$ cat config.mk
export PLATFORM = sky130hd
export DESIGN_NAME = screen_reader
export DESIGN_NICKNAME = d
export VERILOG_FILES = /design/src/rtl/screen_reader.sv
export SDC_FILE = /design/constraint.sdc
export NUM_CORES = 1
export LEC_CHECK = 0
export CAP_MARGIN = 0
export CELL_PAD_IN_SITES_DETAIL_PLACEMENT = 1
export CELL_PAD_IN_SITES_GLOBAL_PLACEMENT = 2
export CORE_MARGIN = 1
export CORE_UTILIZATION = 27
export CTS_BUF_LIST = sky130_fd_sc_hd__clkbuf_2 sky130_fd_sc_hd__clkbuf_4 sky130_fd_sc_hd__clkbuf_8
export CTS_CLUSTER_DIAMETER = 50
export DETAILED_ROUTE_END_ITERATION = 8
export GPL_TIMING_DRIVEN = 0
export PLACE_DENSITY_LB_ADDON = 0.08
export RECOVER_POWER = 25
export SLEW_MARGIN = 20
export SYNTH_ARGS = -nofsm -noshare
export SYNTH_HDL_FRONTEND = slang
export SYNTH_SLANG_ARGS = --single-unit
$ cat constraint.sdc
create_clock -name clk -period 1.9 [get_ports clk]
set_input_delay 0.19 -clock clk [delete_from_list [all_inputs] [get_ports clk]]
set_output_delay 0.19 -clock clk [all_outputs]
set_load 0.05 [all_outputs]
$ cat src/rtl/screen_reader.sv
// Walks the Hack screen region word by word and serializes each word into
// single-pixel beats on a valid/ready stream, LSB (leftmost pixel) first.
module screen_reader #(
  parameter int unsigned WIDTH         = 16,
  parameter int unsigned WORDS_PER_ROW = 32,
  parameter int unsigned ROWS          = 256,
  parameter int unsigned ADDR_W        = 13
) (
  input  logic              clk,
  input  logic              reset,
  input  logic              start,
  output logic [ADDR_W-1:0] mem_addr,
  input  logic [WIDTH-1:0]  mem_data,
  output logic              pixel,
  output logic              pixel_valid,
  input  logic              pixel_ready,
  output logic              pixel_first,
  output logic              pixel_last,
  output logic              busy,
  output logic              frame_done
);

  localparam int unsigned       CntW     = (WIDTH > 1) ? $clog2(WIDTH) : 1;
  localparam logic [CntW-1:0]   LastBit  = CntW'(WIDTH - 1);
  localparam logic [ADDR_W-1:0] LastAddr = ADDR_W'(WORDS_PER_ROW * ROWS - 1);
  localparam logic [ADDR_W-1:0] RowWords = ADDR_W'(WORDS_PER_ROW);

  typedef enum logic [1:0] {StIdle, StFetch, StShift} state_e;

  state_e            state_q, state_d;
  logic [ADDR_W-1:0] addr_q, addr_d;
  logic [WIDTH-1:0]  shift_q, shift_d;
  logic [CntW-1:0]   cnt_q, cnt_d;
  logic              done_q, done_d;
  logic              last_bit, last_word;

  assign last_bit  = (cnt_q == LastBit);
  assign last_word = (addr_q == LastAddr);

  always_comb begin
    state_d = state_q;
    addr_d  = addr_q;
    shift_d = shift_q;
    cnt_d   = cnt_q;
    done_d  = 1'b0;
    unique case (state_q)
      StIdle: begin
        if (start) begin
          addr_d  = '0;
          state_d = StFetch;
        end
      end
      StFetch: begin
        // Word is captured here, so later CPU writes cannot disturb its beats.
        shift_d = mem_data;
        cnt_d   = '0;
        state_d = StShift;
      end
      StShift: begin
        if (pixel_ready) begin
          shift_d = shift_q >> 1;
          cnt_d   = cnt_q + CntW'(1);
          if (last_bit) begin
            if (last_word) begin
              state_d = StIdle;
              done_d  = 1'b1;
            end else begin
              addr_d  = addr_q + ADDR_W'(1);
              state_d = StFetch;
            end
          end
        end
      end
      default: state_d = StIdle;
    endcase
  end

  always_ff @(posedge clk) begin
    if (reset) begin
      state_q <= StIdle;
      addr_q  <= '0;
      shift_q <= '0;
      cnt_q   <= '0;
      done_q  <= 1'b0;
    end else begin
      state_q <= state_d;
      addr_q  <= addr_d;
      shift_q <= shift_d;
      cnt_q   <= cnt_d;
      done_q  <= done_d;
    end
  end

  // All outputs are decoded from registered state only; nothing depends on pixel_ready.
  always_comb begin
    pixel_valid = (state_q == StShift);
    pixel       = pixel_valid & shift_q[0];
    pixel_first = pixel_valid && (cnt_q == '0) && ((addr_q % RowWords) == '0);
    pixel_last  = pixel_valid && last_bit && last_word;
    busy        = (state_q != StIdle);
    frame_done  = done_q;
    mem_addr    = addr_q;
  end

endmodule

==> summary.txt, run 1 <==
Worst setup path
  • Crit path launch: mem_addr[0]
  • Flop2flop setup slack: 0.12 ns
  • Worst r2r src: mem_addr[0]
  • Critical-path cell list: ha_4 > and3_4 > nand4_1 > nor4_4 > buf_6
  • CP Class: register to primary output
  • Worst Path Arrival: 1.62 ns
  • Critical Path End Type: primary output
  • CP required: 1.71 ns
  • Slowest cell on crit path: dfxtp_4
  • Worst reg2reg path endpoint: mem_addr[11]
  • Worst reg-to-reg path cell count: 8
  • Startpoint types: register
  • Crit-path max cell delay: 0.37 ns
  • Crit Path Max Fanout: 4
  • CP Capture Point: pixel_last

Finish
  • Layout Nets: 303
  • Most frequent cells in the layout: nand2_1 (49), nor2_1 (31), clkdlybuf4s50_1 (29)
  • Final Cell Area: 0.00250 mm2
  • Commonest non-fill, non-tap cell in the layout: nand2_1
  • Area grow syn2layout: 38.7%
  • # diodes: 0
  • Share of layout cells above drive strength 1: 17.9%

Route
  • Via count: 1,797
  • Routed WL per cell: 14.7 um
  • Remaining antenna violation count: 0
  • Final wirelength: 5260 um
  • First drt pass iteration count: 4
  • DRC viols: 0
  • DR vias/cell: 5.03
  • Starting DRT DRC Count: 46

STA
  • RSZ-0062 raised after global routing: false
  • Final Hold Viols: 0
  • Rel. slew slack: 66.6%
  • Fmax: 0.551 GHz
  • Final setup viols: 0
  • Final setup TNS: 0 ns
  • Worst-margin pin slew: 0.500 ns
  • Fin Clk Skew: 0.00851 ns
  • Fin crit share: 95.5%
  • Slew Viols, Final: 0
  • Final Hold Slack: 0.221 ns
  • Tmin final: 1.81 ns

Synthesis
  • Number of distinct library cells after synthesis: 36
  • Post-synthesis cell count: 232
  • Post-synth top area share: 39.9%
  • Mapped Nets: 256
  • Seq cells post-synth: 36
  • Post-synthesis sequential area ratio: 39.9%
  • Syn Area/Cell: 7.78 um2
  • FFs w/ async S/R, synth: 0%
  • Most used DFF post-synth: dfxtp_1
  • Synth area leaders: dfxtp_1 (40%), nand2_1 (10%), a311oi_1 (7.8%)
  • Ys Warns: 0
  • Cell accounting for the most synthesized area: dfxtp_1
  • Post-synth EDFFs: 0
  • Synthesized area: 0.00181 mm2

GRT
  • Grt ovf: 0
  • Vias in the first global route: 1,825
  • First-pass GRT wire length: 9170 um
  • Initial antenna violation count: 0
  • Largest net degree at the start of global routing: 20
  • Total track usage: 16.5%

Clock network
  • CTS tree: built
  • Reg clk slew, reported paths: 0.08 ns
  • Root buffer cell: clkbuf_8
  • Worst skew pair latency: 0.29 ns
  • Htree depth: 2
  • Clk buf depth: 2
  • Sink Count: 36
  • Cts bufs inserted: 5

Placed design
  • Post-DP HPWL: 3830 um
  • Placed Instance Area: 0.00229 mm2
  • GPL Wtd Cong: 0.690
  • Buffers on Ports: 36

Hold path
  • Min-Delay Path Class: input pin to register
  • Hold_sp: pixel_ready

Power
  • Power density cells: 723 mW/mm2
  • Leakage: 0.946 nW
  • Max IR drop VDD: 276 uV

Run status
  • Status: complete, no violations

Die
  • IO Count: 39
  • Row cnt: 29
  • Initial core utilization: 28.3%
  • Die H: 83.8 um
  • DIE AREA: 0.00702 mm2
  • Core area: 0.00639 mm2
  • Die Wd: 83.8 um

Run
  • Max Cap Viol: 0
==> Yosys cell counts (2+ instances only) <==
| cell type | number |
|---|---|
| nor2_2 | 2 |
| nor4_1 | 5 |
| a41o_1 | 2 |
| nand3_1 | 7 |
| nor2_1 | 31 |
| clkbuf_1 | 10 |
| buf_4 | 2 |
| a32o_1 | 2 |
| dfxtp_1 | 36 |
| ha_1 | 4 |
| inv_1 | 10 |
| nand2_1 | 49 |
| nor3_1 | 4 |
| nand4_1 | 2 |
| buf_2 | 2 |
| a22oi_1 | 2 |
| xnor2_1 | 5 |
| a31oi_1 | 2 |
| o21ai_0 | 9 |
| and3_1 | 4 |
| a21oi_1 | 10 |
| and2_1 | 2 |
| and4_1 | 2 |
| a311oi_1 | 16 |
==> per-stage QoR <==
stage | utilization, % | setup WS [ns] | std cells | total power [mW]
floorplan | - | -0.0917 | 232 | 1.02
finish | 39.2 | 0.0850 | 357 | 1.81
CTS | 38.9 | 0.00146 | 356 | 1.84
global placement | 35.9 | -0.502 | 345 | 1.13
global route | 39.2 | 0.00104 | 357 | 1.91
detailed placement | 35.9 | -0.459 | 345 | 1.13
==> power breakdown <==
part,internal (mW),switching [mW]
Clock,0.404,0.297
Sequential,0.794,0.0250
Combinational,0.117,0.175
Total,1.31,0.497
==> registers in the layout, indices dropped and copies added, names as in the netlist <==
name and count:
cnt_q 4, state_q 2, mem_addr 13, shift_q 16
frame_done 1
==> critical path: cells and delay by family, from the launching register on <==
kind	cells	cell delay (ns)
adders and majority gates	1	0.14
DFF	1	0.37
and+or+nand+nor	3	0.62
buffers and inverters	1	0.20
==> how the worst min path moves through the flow <==
stage,cells past startpoint,to,slack (ns)
4_1_cts,2,frame_done,0.22
2_1_floorplan,2,shift_q[0],0.35
3_5_place_dp,2,shift_q[2],0.47
3_3_place_gp,2,shift_q[13],0.47
5_1_grt,2,frame_done,0.24
6_report,2,frame_done,0.22
==> what timing repair did <==
item | 4_1_cts | 5_1_grt
setup buffers | 5 | 1
gates resized for setup | 32 | 8
hold buffers | 0 | 0
pin swaps | 2 | 1
setup endpoints to repair | 14 | 25
==> layer usage <==
layer  share of wire, %  global-route usage, %
met1                 50                   22.2
met2                 46                   26.5
met3                2.7                   3.17
met4                1.3                   5.08
met5                  0                      0
==> area by class of cell <==
class,count,area (um2)
buffer,13,68.8
clock buffer,6,76.3
clock inverter,2,35.0
fill,782,3880
inverter,11,46.3
multi-input combinational,170,1020
sequential,36,741
tap,77,96.3
timing repair buffer,42,417
==> logic make-up after synthesis <==
kind of cell	synth area share [%]
buffers and inverters	6.38
AND/OR/NAND/NOR	29.7
AO/OA/AOI/OAI	18.8
adder cells (fa/ha/maj)	2.77
XOR/XNOR	2.43
flip-flops	39.9
No activity file was read; power rests on OpenSTA's default activity.
==> run 2, diff against run 1 <==
--- a/config.mk
+++ b/config.mk
@@ -8,7 +8,7 @@
 export CAP_MARGIN = 0
 export CELL_PAD_IN_SITES_DETAIL_PLACEMENT = 1
 export CELL_PAD_IN_SITES_GLOBAL_PLACEMENT = 2
-export CORE_MARGIN = 1
+export CORE_ASPECT_RATIO = 0.7
 export CORE_UTILIZATION = 27
 export CTS_BUF_LIST = sky130_fd_sc_hd__clkbuf_2 sky130_fd_sc_hd__clkbuf_4 sky130_fd_sc_hd__clkbuf_8
 export CTS_CLUSTER_DIAMETER = 50
==> run 2 against run 1 <==
  * Register-to-register slack lost 0.03 ns
  * Maximum frequency grew 0.42%
  * Die area is essentially flat
  * First-iteration DRC count grew 43%
  * Sequential power is essentially flat
==> summary.txt, run 2 (synthesis gave the netlist of run 1 again) <==
Clock network
  • Worst skew pair latency: 0.28 ns (was 0.29 ns)
  • Htree depth: 2 (unchanged)
  • Cts bufs inserted: 5 (unchanged)
  • Sink Count: 36 (unchanged)
  • Post-CTS Hold Buffers: 0 (unchanged)
  • Clk buf depth: 2 (unchanged)
  • CTS tree: built (unchanged)
  • Root buffer cell: clkbuf_8 (unchanged)
  • Reg clk slew, reported paths: 0.08 ns (about the same)

Worst setup path
  • Crit Path Max Fanout: 7 (was 4)
  • CP Class: register to register (was register to primary output)
  • Slowest cell on crit path: dfxtp_4 (unchanged)
  • Startpoint types: register (unchanged)
  • Worst Path Arrival: 1.97 ns (was 1.62 ns)
  • Bufs and invs on worst path: 2 (was 1)
  • Flop2flop setup slack: 0.09 ns (was 0.12 ns)
  • Critical-path cell list: ha_4 > nand4_4 > o2bb2a_4 > buf_6 > nor3_4 > buf_4 > xnor2_1 > nor2_1 (was ha_4 > and3_4 > nand4_1 > nor4_4 > buf_6)
  • Kind of cell adding the most delay to the critical path: simple AND/OR/NAND/NOR gates (unchanged)
  • Crit-path max cell delay: 0.38 ns (was 0.37 ns)
  • CP required: 2.06 ns (was 1.71 ns)
  • Critical Path End Type: register (was primary output)

STA
  • Tmin final: 1.81 ns (about the same)
  • Slew Viols, Final: 0 (unchanged)
  • Final Worst Setup Slack: 0.0927 ns (was 0.0850 ns)
  • Rel. slew slack: 64.8% (was 66.6%)
  • Worst-margin pin slew: 0.529 ns (was 0.500 ns)
  • Final setup TNS: 0 ns (unchanged)
  • Fmax: 0.553 GHz (was 0.551 GHz)
  • Fin Clk Skew: 0.00363 ns (was 0.00851 ns)
  • Fin crit share: 95.1% (was 95.5%)
  • Final Hold Viols: 0 (unchanged)
  • Final setup viols: 0 (unchanged)

GRT
  • Met1 usage: 26.7% (was 22.2%)
  • Initial antenna violation count: 0 (unchanged)
  • Grt ovf: 0 (unchanged)
  • Global routing's busiest layer: met1 (was met2)
  • Routing usage on met2: 22.7% (was 26.5%)
  • Total track usage: 17.0% (was 16.5%)
  • First-pass GRT wire length: 9260 um (was 9170 um)
  • Vias in the first global route: 1,798 (was 1,825)
  • Largest net degree at the start of global routing: 20 (unchanged)
  • Met3 Use GR: 4.10% (was 3.17%)

Route
  • DRC viols: 0 (unchanged)
  • Via count: 1,809 (was 1,797)
  • First drt pass iteration count: 4 (unchanged)
  • DR vias/cell: 4.86 (was 5.03)
  • Routed WL per cell: 14.7 um (about the same)
  • Remaining antenna violation count: 0 (unchanged)
  • Starting DRT DRC Count: 66 (was 46)
  • Final wirelength: 5460 um (was 5260 um)

Finish
  • Most frequent cells in the layout: nand2_1 (49), nor2_1 (31), clkdlybuf4s50_1 (30) (was nand2_1 (49), nor2_1 (31), clkdlybuf4s50_1 (29))
  • Final Cell Area: 0.00253 mm2 (was 0.00250 mm2)
  • # diodes: 0 (unchanged)
  • Share of layout cells above drive strength 1: 18.9% (was 17.9%)
  • Layout Nets: 304 (was 303)
  • Max reg flops: 16 (unchanged)
  • Area grow syn2layout: 40.0% (was 38.7%)
  • Most flop-heavy register: shift_q (unchanged)
  • Final Util: 39.9% (was 39.2%)
  • Fillers: 773 (was 782)
  • Commonest non-fill, non-tap cell in the layout: nand2_1 (unchanged)

Placed design
  • Placed Instance Area: 0.00231 mm2 (was 0.00229 mm2)
  • Pre-CTS setup slack: -0.480 ns (was -0.459 ns)
  • GPL Wtd Cong: 0.723 (was 0.690)
  • Post-DP HPWL: 4060 um (was 3830 um)
  • Buffers on Ports: 36 (unchanged)

Run status
  • Status: complete, no violations (unchanged)

Die
  • Core area: 0.00634 mm2 (was 0.00639 mm2)
  • IO Count: 39 (unchanged)
  • DIE AREA: 0.00702 mm2 (about the same)
  • Die Wd: 99.7 um (was 83.8 um)
  • Row cnt: 24 (was 29)
  • Initial core utilization: 28.5% (was 28.3%)
  • Die H: 70.4 um (was 83.8 um)

Power
  • Combinational share of power: 17.2% (was 16.1%)
  • Clock power frac: 35.3% (was 38.7%)
  • Switching Share: 28.3% (was 27.4%)
  • Power density cells: 681 mW/mm2 (was 723 mW/mm2)
  • Sequential power share: 47.5% (was 45.2%)
  • Switching power: 0.487 mW (was 0.497 mW)
  • Internal power of the cells: 1.23 mW (was 1.31 mW)
  • Max IR drop VDD: 267 uV (was 276 uV)
  • Leakage: 0.951 nW (was 0.946 nW)

Hold path
  • Min-Delay Path Class: input pin to register (unchanged)

Run
  • Max Cap Viol: 0 (unchanged)
## run 2: repair_timing
| item | in CTS | in global routing |
|---|---|---|
| pin swaps | 3 | 4 |
| setup buffers | 6 | 2 |
| resized for setup | 32 | 13 |
| endpoints found under the setup margin | 12 | 17 |
## run 2: stage by stage
stage	power, mW	std cells	hold WS [ns]
6_report	1.72	372	0.252
3_5_place_dp	1.13	359	0.472
4_1_cts	1.74	371	0.233
3_3_place_gp	1.13	359	0.468
2_1_floorplan	1.02	232	0.352
5_1_grt	1.81	372	0.255
## run 2: power groups by stage
stage	registers (mW)	clock network [mW]	logic [mW]
floorplan	0.838	0	0.181
global placement	0.838	0	0.290
detailed placement	0.838	0	0.293
CTS	0.819	0.626	0.298
global route	0.821	0.658	0.333
finish	0.817	0.607	0.297
## run 2: area by class of cell
class                   instances  area, um2  share of cell area, %
clock buffers                   8       97.6                   3.86
multi-input cells             170       1030                   40.9
plain buffers                  12       63.8                   2.52
inverters                      11       46.3                   1.83
well taps                      91        114                   4.50
flip-flops and latches         36        747                   29.6
repair buffers                 44        424                   16.8
## run 2: final timing paths
kind                            depth (start not counted)          end   startpoint
worst max-delay path                                    8  mem_addr[3]     cnt_q[1]
worst min-delay path                                    2   frame_done  pixel_ready
worst max register to register                          8  mem_addr[3]     cnt_q[1]
worst min register to register                          2  shift_q[13]  shift_q[14]
## run 2: layer usage
layer	up-vias	share of wire, %
li1	912	-
met1	865	56
met2	30	39
met3	2	4.1
met4	0	0.46
met5	-	0
